<file path="src/rtl/keypad_scan_encoder.sv">
// ---------------------------------------------------------------------------
// keypad_scan_encoder
//
// Scans a 3-column x 4-row matrix keypad, synchronises and debounces the row
// lines, and encodes the pressed key into a 4-bit note code for the game
// controller (drives its keypad_input[3:0] bus and keypad_enable strobe).
//
// Parameters:
//   SCAN_DIV         clocks per column slot (minimum 4)
//   DEBOUNCE_FRAMES  identical consecutive frames needed to accept (1..15)
//
// Ports:
//   clk          in   system clock, rising edge
//   reset        in   asynchronous active-high reset
//   row_in[3:0]  in   keypad rows, active-low, asynchronous to clk
//   lock         in   suppresses press/release pulses (melody replay)
//   col_out[2:0] out  column drive, active-low one-hot
//   key_code     out  last accepted key code (1..12)
//   key_valid    out  one-clock pulse on an accepted press
//   key_release  out  one-clock pulse when the accepted key goes to none
//   key_held     out  high while the debounced code is non-zero
//
// Build option:
//   KEYPAD_MULTI_REJECT_EN  when defined, a frame with two or more keys down
//                           encodes as "no key"; otherwise the lowest code wins.
//
// Key (row r, column c) encodes as r*3 + c + 1; frame bitmap bit r*3 + c.
// ---------------------------------------------------------------------------
module keypad_scan_encoder #(
    parameter int SCAN_DIV        = 1000,
    parameter int DEBOUNCE_FRAMES = 4
) (
    input  logic       clk,
    input  logic       reset,
    input  logic [3:0] row_in,
    input  logic       lock,
    output logic [2:0] col_out,
    output logic [3:0] key_code,
    output logic       key_valid,
    output logic       key_release,
    output logic       key_held
);

    localparam int              CNT_W     = (SCAN_DIV > 1) ? $clog2(SCAN_DIV) : 1;
    localparam logic [CNT_W-1:0] SLOT_LAST = CNT_W'(SCAN_DIV - 1);
    localparam logic [CNT_W-1:0] CNT_ONE   = CNT_W'(1);
    localparam logic [3:0]       DEB_MAX   = 4'(DEBOUNCE_FRAMES);

    // Encode one scan frame into a key code (0 = no key).
    function automatic logic [3:0] encode_frame(input logic [11:0] bm);
        logic [3:0] code;
`ifdef KEYPAD_MULTI_REJECT_EN
        logic [3:0] nbits;
        code  = 4'd0;
        nbits = 4'd0;
        for (int i = 11; i >= 0; i--) begin
            if (bm[i]) begin
                code  = 4'(i + 1);
                nbits = nbits + 4'd1;
            end
        end
        // Chords and ghost patterns are treated as no key at all.
        if (nbits != 4'd1) begin
            code = 4'd0;
        end
`else
        code = 4'd0;
        // Scanning downwards leaves the lowest set code as the result.
        for (int i = 11; i >= 0; i--) begin
            if (bm[i]) begin
                code = 4'(i + 1);
            end
        end
`endif
        return code;
    endfunction

    // State registers
    logic [3:0]       sync1_q, sync1_d;
    logic [3:0]       sync2_q, sync2_d;
    logic [CNT_W-1:0] slot_cnt_q, slot_cnt_d;
    logic [1:0]       col_idx_q, col_idx_d;
    logic [2:0]       col_out_q, col_out_d;
    logic [11:0]      bitmap_q, bitmap_d;
    logic [3:0]       cand_q, cand_d;
    logic [3:0]       stable_q, stable_d;
    logic [3:0]       deb_q, deb_d;
    logic [3:0]       key_code_q, key_code_d;
    logic             key_valid_q, key_valid_d;
    logic             key_release_q, key_release_d;
    logic             key_held_q, key_held_d;

    // Combinational helpers
    logic             slot_end;
    logic             frame_end;
    logic [11:0]      bitmap_cap;
    logic [3:0]       frame_code;
    logic             accept;

    // ---- Stage: row synchroniser -------------------------------------------
    always_comb begin
        sync1_d = row_in;
        sync2_d = sync1_q;
    end

    // ---- Stage: column scan and frame capture ------------------------------
    always_comb begin
        slot_end  = (slot_cnt_q == SLOT_LAST);
        frame_end = slot_end && (col_idx_q == 2'd2);

        slot_cnt_d = slot_end ? '0 : (slot_cnt_q + CNT_ONE);

        col_idx_d = col_idx_q;
        if (slot_end) begin
            col_idx_d = (col_idx_q == 2'd2) ? 2'd0 : (col_idx_q + 2'd1);
        end

        case (col_idx_d)
            2'd0:    col_out_d = 3'b110;
            2'd1:    col_out_d = 3'b101;
            default: col_out_d = 3'b011;
        endcase

        // Rows are active-low; a pressed key in the driven column sets its bit.
        bitmap_cap = bitmap_q;
        for (int r = 0; r < 4; r++) begin
            for (int c = 0; c < 3; c++) begin
                if (slot_end && (col_idx_q == 2'(c))) begin
                    bitmap_cap[r*3 + c] = ~sync2_q[r];
                end
            end
        end

        // The frame code includes the column captured on this very edge.
        frame_code = encode_frame(bitmap_cap);
        bitmap_d   = frame_end ? 12'd0 : bitmap_cap;
    end

    // ---- Stage: debounce and output event generation -----------------------
    always_comb begin
        cand_d        = cand_q;
        stable_d      = stable_q;
        deb_d         = deb_q;
        accept        = 1'b0;
        key_code_d    = key_code_q;
        key_valid_d   = 1'b0;
        key_release_d = 1'b0;

        if (frame_end) begin
            if (frame_code != cand_q) begin
                cand_d   = frame_code;
                stable_d = 4'd1;
            end else if (stable_q < DEB_MAX) begin
                stable_d = stable_q + 4'd1;
            end

            if ((stable_d == DEB_MAX) && (cand_d != deb_q)) begin
                accept = 1'b1;
                deb_d  = cand_d;
            end
        end

        // lock only gates the pulses; the debounced state keeps tracking so a
        // key held across the end of lock needs a fresh press.
        if (accept) begin
            if (cand_d != 4'd0) begin
                key_code_d  = cand_d;
                key_valid_d = ~lock;
            end else begin
                key_release_d = ~lock;
            end
        end

        key_held_d = (deb_d != 4'd0);
    end

    // ---- Stage: registers ---------------------------------------------------
    always_ff @(posedge clk or posedge reset) begin
        if (reset) begin
            sync1_q       <= 4'b1111;
            sync2_q       <= 4'b1111;
            slot_cnt_q    <= '0;
            col_idx_q     <= 2'd0;
            col_out_q     <= 3'b110;
            bitmap_q      <= 12'd0;
            cand_q        <= 4'd0;
            stable_q      <= 4'd0;
            deb_q         <= 4'd0;
            key_code_q    <= 4'd0;
            key_valid_q   <= 1'b0;
            key_release_q <= 1'b0;
            key_held_q    <= 1'b0;
        end else begin
            sync1_q       <= sync1_d;
            sync2_q       <= sync2_d;
            slot_cnt_q    <= slot_cnt_d;
            col_idx_q     <= col_idx_d;
            col_out_q     <= col_out_d;
            bitmap_q      <= bitmap_d;
            cand_q        <= cand_d;
            stable_q      <= stable_d;
            deb_q         <= deb_d;
            key_code_q    <= key_code_d;
            key_valid_q   <= key_valid_d;
            key_release_q <= key_release_d;
            key_held_q    <= key_held_d;
        end
    end

    assign col_out     = col_out_q;
    assign key_code    = key_code_q;
    assign key_valid   = key_valid_q;
    assign key_release = key_release_q;
    assign key_held    = key_held_q;

endmodule

</file>
<file path="config.mk">
export PLATFORM = sky130hd
export DESIGN_NAME = keypad_scan_encoder
export DESIGN_NICKNAME = d
export VERILOG_FILES = /design/src/rtl/keypad_scan_encoder.sv
export SDC_FILE = /design/constraint.sdc
export NUM_CORES = 1
export LEC_CHECK = 0
export CAP_MARGIN = 20
export CELL_PAD_IN_SITES_DETAIL_PLACEMENT = 1
export CELL_PAD_IN_SITES_GLOBAL_PLACEMENT = 2
export CORE_AREA = 2 2 113 71
export CTS_BUF_LIST = sky130_fd_sc_hd__clkbuf_4
export DETAILED_ROUTE_END_ITERATION = 12
export DIE_AREA = 0 0 115 73
export GPL_TIMING_DRIVEN = 0
export PLACE_DENSITY = 0.76
export SLEW_MARGIN = 30
export SYNTH_ARGS = -nofsm -noshare
export SYNTH_HDL_FRONTEND = slang
export SYNTH_SLANG_ARGS = --single-unit
</file>
<file path="constraint.sdc">
create_clock -name clk -period 4.65 [get_ports clk]
set_input_delay 0.93 -clock clk [delete_from_list [all_inputs] [get_ports clk]]
set_output_delay 0.93 -clock clk [all_outputs]
set_load 0.005 [all_outputs]
</file>
* Word-level counts from Yosys, hierarchy flattened
Cells that the tools add are included.
** Storage, ports and cells
- Bits in registers :: 54
- Input bits :: 7
- Output and inout port bits :: 10
- Word-level logic and storage cells :: 81
** Operators by class
- Add/sub/neg operators :: 3
- Magnitude comparators :: 1
- Equality and inequality tests :: 7
- Multiplexer cells :: 43
- Bitwise logic cells :: 5
- Reduce and logical (&&, ||, !) cells :: 9
** Operators by type and width (count)
- $mux W4 :: 20
- $mux W1 :: 18
- $mux W12 :: 1
- $add A10 B1 Y10 const B :: 1
- $eq A10 B10 Y1 const B :: 1
- $mux W10 :: 1
- $ne A4 B4 Y1 :: 2
- $reduce_bool A4 Y1 :: 2
- $pmux W3 S2 :: 1
- $not A1 Y1 :: 5
- $add A4 B1 Y4 const B :: 1
- $eq A2 B1 Y1 const B :: 2
- $eq A4 B3 Y1 const B :: 1
- $logic_and A1 B1 Y1 :: 4
- $logic_not A2 Y1 :: 2
- $lt A4 B3 Y1 const B :: 1
- $mux W2 :: 2
- $add A2 B1 Y2 const B :: 1
- $eq A2 B2 Y1 const B :: 1
- $reduce_and A2 Y1 :: 1

* Longest topological paths before layout
- Depth in word-level cells :: 23
- Depth in mapped cells :: 12

* Worst setup path after synthesis
No wires, ideal clock.
- Path type :: register to register
- Start point :: reg slot_cnt_q[0]
- End point :: reg key_code_q[0], in the netlist key_code[0]
- Setup time :: 0.120 ns
- Arrival time :: 3.631 ns
- Required time :: 4.530 ns
- Slack :: 0.899 ns
- Cell stages (with the launch flop) :: 12
- Clock period less this slack :: 3.751 ns
- Path through :: dfrtp_1 ha_1 nand4b_4 nor4_4 mux2_2 or4_1 a211oi_1 xnor2_1 nand2_1 o31ai_2 mux2_2 a31o_1
** Between the ends
- Longest elaborated chain between the ends :: 23
** Ends and longest elaborated chain
- start, declared :: line 81 : logic [CNT_W-1:0] slot_cnt_q, slot_cnt_d;
- start signal, assigned :: line 196 : slot_cnt_q <= slot_cnt_d;
- $eq A10 B10 Y1 * :: line 108 : slot_end = (slot_cnt_q == SLOT_LAST);
- $logic_and A1 B1 Y1 :: line 109, 128
- $mux W1 :: line 128 : if (slot_end && (col_idx_q == 2'(c))) begin
- $mux W4 (12 in a row) :: line 70 : if (bm[i]) begin
- $ne A4 B4 Y1 :: line 150 : if (frame_code != cand_q) begin
- $mux W4 :: line 150
- $mux W4 :: line 149 : if (frame_end) begin
- $eq A4 B3 Y1 or $ne A4 B4 Y1 (tied branches) :: line 157 : if ((stable_d == DEB_MAX) && (cand_d != deb_q)) begin
- $logic_and A1 B1 Y1 :: line 157
- $mux W1 :: line 157
- $mux W1 :: line 149
- $reduce_and A2 Y1 (no source line)
- end signal, assigned :: line 203 : key_code_q <= key_code_d;
- end, declared :: line 88 : logic [3:0] key_code_q, key_code_d;
Mark *: on every way between the ends. The rest lies on a longest branch, timed or not. The select of a mux whose other input is x is not followed.
A chain may end at the register's enable or synchronous reset.

* Worst setup path after layout
- Start point :: reg slot_cnt_q[0]
- End point :: reg key_release_q, in the netlist key_release
** Between the ends
- Longest elaborated chain between the ends :: 23
** Ends and longest elaborated chain
- $eq A10 B10 Y1 * :: line 108
- $logic_and A1 B1 Y1 :: line 109, 128
- $mux W1 :: line 128
- $mux W4 (12 in a row) :: line 70
- $ne A4 B4 Y1 :: line 150
- $mux W4 :: line 150
- $mux W4 :: line 149
- $eq A4 B3 Y1 or $ne A4 B4 Y1 (tied branches) :: line 157
- $logic_and A1 B1 Y1 :: line 157
- $mux W1 :: line 157
- $mux W1 :: line 149
- $mux W1 * :: line 165 : if (accept) begin
- named net key_release_d :: line 90 : logic key_release_q, key_release_d;
- end signal, assigned :: line 205 : key_release_q <= key_release_d;
- end, declared :: line 90
Mark *: on every way through the listed nets, which the timed path passes. The rest lies on a longest branch. The select of a mux whose other input is x is not followed.

==> summary.txt <==
Global route
  – Pin count of the biggest net entering global routing: 42
  – GR Overflow Total: 0
  – GRT Total Usage: about a fifth
  – Layer with the highest usage: met1
  – Met3 Usage GRT: about 3.7%
  – Met1 usage: a little under a third
  – Vias in the first global route: 2198
  – Initial antenna violation count: 0
  – Met2 GRT Util: roughly a quarter
  – Global-route wire length before repair: ~12000 um

Worst setup path
  – Critical R2R Capture: key_release
  – Reg2reg start: slot_cnt_q[0]
  – Worst r2r path cells: 12
  – CP max FO: 10
  – Worst EP required: between 4000 and 5000 ps
  – Startpoint Class: flop
  – Critical path type: flop to flop
  – Critical path data arrival time: between 4000 and 5000 ps
  – Register-to-register setup slack: about 260 ps
  – Worst Setup End Kind: flop

Job
  – Max cap viols: 0

Timing
  – RSZ-0062 raised after global routing: no
  – Setup TNS: 0 ps
  – Slew @ Worst Pin: just under 1000 ps
  – Max-slew headroom: around a third
  – Maximum clock rate: between 0.2 and 0.25 GHz
  – Final setup fails: 0
  – Final period util: 94.3%
  – Min cycle time layout: approximately 4400 ps
  – Min Hold Slack: around 370 ps
  – Max-slew violation count: 0
  – Worst setup margin: ~260 ps
  – Endpoints failing hold: 0
  – Worst Skew: 8.57 ps

Floorplan
  – Die Span X: between 100 and 150 um
  – Die Height: roughly 73 um
  – Die ar.: between 8000 and 9000 sq um
  – Top-Level Pins: 17
  – Starting Density: between 30% and 40%
  – Area of the core: 7510 sq um
  – Rows: 25

Run status
  – Status: completed

Placed design
  – Inst Count DP: slightly below 400
  – Detailed placement HPWL: around 5400 um
  – I/O Buffers: 16
  – Pre-CTS setup slack: 36.7 ps
  – Gpl congestion: 0.803
  – Dpl cell area: around 3200 sq um

Cells and area
  – Fin area: ~3300 sq um
  – Share of layout cells above drive strength 1: 14.6%
  – Inserted Diodes: 0
  – Non-filler instance count after layout: a little under 400
  – Nets@finish: between 300 and 400
  – Fill count: 845
  – Area Overhead vs Synth: 14.3%

Detailed routing
  – Via/cell ratio: around 5.5
  – Initial DRC count: around 120
  – Number of remaining DRC errors: 0
  – DR WL/cell: approximately 18 um
  – Final WL: around 7200 um
  – DRT Pass-1 Iters: 4
  – DR vias: 2197
  – Post-route ant nets: 0

Clock tree
  – Root Driver: clkbuf_4
  – Later-pin clock latency in the skew report: slightly below 400 ps
  – Worst-path clk slew: between 150 and 200 ps
  – H-tree Lvls: 2
  – Clock buffer depth: 2
  – Clock sinks: 54
  – Post-CTS Setup Inserts: 0
  – CTS Buf Count: 5
  – CTS tree: yes
  – Post-CTS Hold Buffers: 0

Yosys
  – Post-synth cell types: 59
  – Syn Nets: 286
  – Synthesis-stage register bit count: 54
  – Yosys warning count: 0
  – Number of flops mapped to enable cells by yosys: 0
  – Syn_area_per_cell: 10.3 sq um
  – Mapped Area: 2850 sq um
  – Mapped Cells: 277
  – Seq/Total Area, Yosys: 47.8%
  – Predominant post-synthesis flop cell: dfrtp_1
  – Post-synth ARST share: 100%

Hold path
  – Min-delay worst type: flop to flop
  – Min-Delay Endpoint: sync2_q[3]
  – Hold Path Origin: sync1_q[3]
  – Hold path depth: 0

Pwr
  – Cell area power density: 236 nW/um^2
  – Pleak: between 1 and 1.5 nW
  – VDD IR max: approximately 0.13 mV
-- flip-flops by register name, summed over array words and instances, names as in the netlist --
signal       count
bitmap_q        12
cand_q           4
col_idx_q        2
col_out          3
deb_q            4
key_code         4
key_held         1
key_release      1
key_valid        1
slot_cnt_q      10
stable_q         4
sync1_q          4
sync2_q          4
-- Yosys cell counts (3+ instances only) --
cell type | number | area share [%]
dfrtp_1 | 44 | 39
nor2_1 | 29 | 3.8
nand2_1 | 23 | 3.0
inv_1 | 16 | 2.1
o21ai_0 | 16 | 2.8
dfstp_2 | 10 | 9.2
mux2i_1 | 9 | 3.2
nand3_1 | 8 | 1.4
a21oi_1 | 7 | 1.2
o41ai_1 | 7 | 2.1
mux2_2 | 6 | 2.4
nor4_1 | 6 | 1.3
xnor2_1 | 6 | 1.8
and2_1 | 5 | 1.1
nand2b_1 | 5 | 1.1
a211oi_1 | 4 | 1.1
a31oi_1 | 4 | 0.88
clkbuf_1 | 4 | 0.53
nor3_1 | 4 | 0.70
o211ai_1 | 4 | 1.1
xor2_1 | 4 | 1.2
a41oi_1 | 3 | 0.92
nand4_1 | 3 | 0.66
o31ai_1 | 3 | 0.79
or3_1 | 3 | 0.66
-- through the flow --
step | utilization [%] | power [mW]
6_report | 43.5 | 0.769
5_1_grt | 43.5 | 0.802
4_1_cts | 43.2 | 0.788
3_5_place_dp | 42.1 | 0.507
3_3_place_gp | 41.7 | 0.504
2_1_floorplan | - | 0.494
-- critical path: stages (launching register included) --
cell and delay [ps]:
dfrtp_1 420, ha_1 290, nand4b_4 170, buf_6 180, nor4_1 800, a21boi_0 390
and2_1 260, o211ai_1 140, nor4bb_1 570, a211o_2 270, nand2_1 120, mux2i_1 450
and4bb_1 270
-- layer usage --
metal / wire length (um) / vias to the layer above / share of wire [%]
li1: - / 1071 / -
met1: 4050 / 1091 / 56
met2: 2890 / 27 / 40
met3: 241 / 8 / 3.3
met4: 70 / 0 / 0.97
met5: 0 / - / 0
-- power by group --
part,switching (mW),internal [mW]
clock network,0.158,0.114
registers,0.00265,0.476
logic,0.0116,0.00694
-- cell usage in the layout (no fill, tap or decap), types with 2 or more instances in the layout --
cell type / n
a211oi_1: 3
a21o_1: 2
a21oi_1: 7
a31o_1: 2
a31oi_1: 4
a41oi_1: 3
and2_1: 5
and3b_1: 2
buf_6: 2
clkbuf_1: 4
clkbuf_4: 5
clkdlybuf4s50_1: 16
dfrtp_1: 44
dfstp_2: 10
ha_1: 2
inv_1: 15
mux2_2: 6
mux2i_1: 8
nand2_1: 23
nand2b_1: 5
nand3_1: 8
nand4_1: 3
nor2_1: 29
nor2b_1: 2
nor3_1: 3
nor4_1: 6
nor4_4: 2
nor4bb_1: 2
o211ai_1: 4
o21ai_0: 16
o31ai_1: 2
o41ai_1: 7
or2_2: 2
or3_1: 3
or4_1: 2
xnor2_1: 6
xor2_1: 4
-- what timing repair did --
item                                    in CTS  in global routing
endpoints found under the setup margin       0                  5
resized for setup                            0                  4
hold endpoints to repair                     0                  0
-- area by class of cell --
type / instances / area (sq um) / share of cell area, %
Multi-Input combinational cell: 200 / 1420 / 43.4
Sequential cell: 54 / 1360 / 41.8
Timing Repair Buffer: 17 / 180 / 5.52
Tap cell: 94 / 118 / 3.61
Inverter: 16 / 62.6 / 1.92
Clock inverter: 3 / 42.5 / 1.30
Buffer: 7 / 42.5 / 1.30
Clock buffer: 5 / 37.5 / 1.15
-- worst max path at each step --
stage	start	end	slack, ps	depth (start not counted)
2_1_floorplan	slot_cnt_q[0]	key_code[0]	900	11
3_3_place_gp	slot_cnt_q[0]	key_code[2]	170	11
3_5_place_dp	slot_cnt_q[0]	key_code[0]	40	11
4_1_cts	slot_cnt_q[0]	key_code[0]	9	11
5_1_grt	slot_cnt_q[0]	key_release	6	12
6_report	slot_cnt_q[0]	key_release	260	12
-- cells by family after synthesis --
kind of cell,after synthesis,synth area share (%)
adders and majority gates,2,0.877
buffers and inverters,23,3.59
xor gates and xnor gates,10,3.07
AOI/OAI and AO/OA,63,16.2
muxes,17,6.44
DFF,54,47.8
and+or+nand+nor,108,22.0
(Power assumes the default switching activity.)
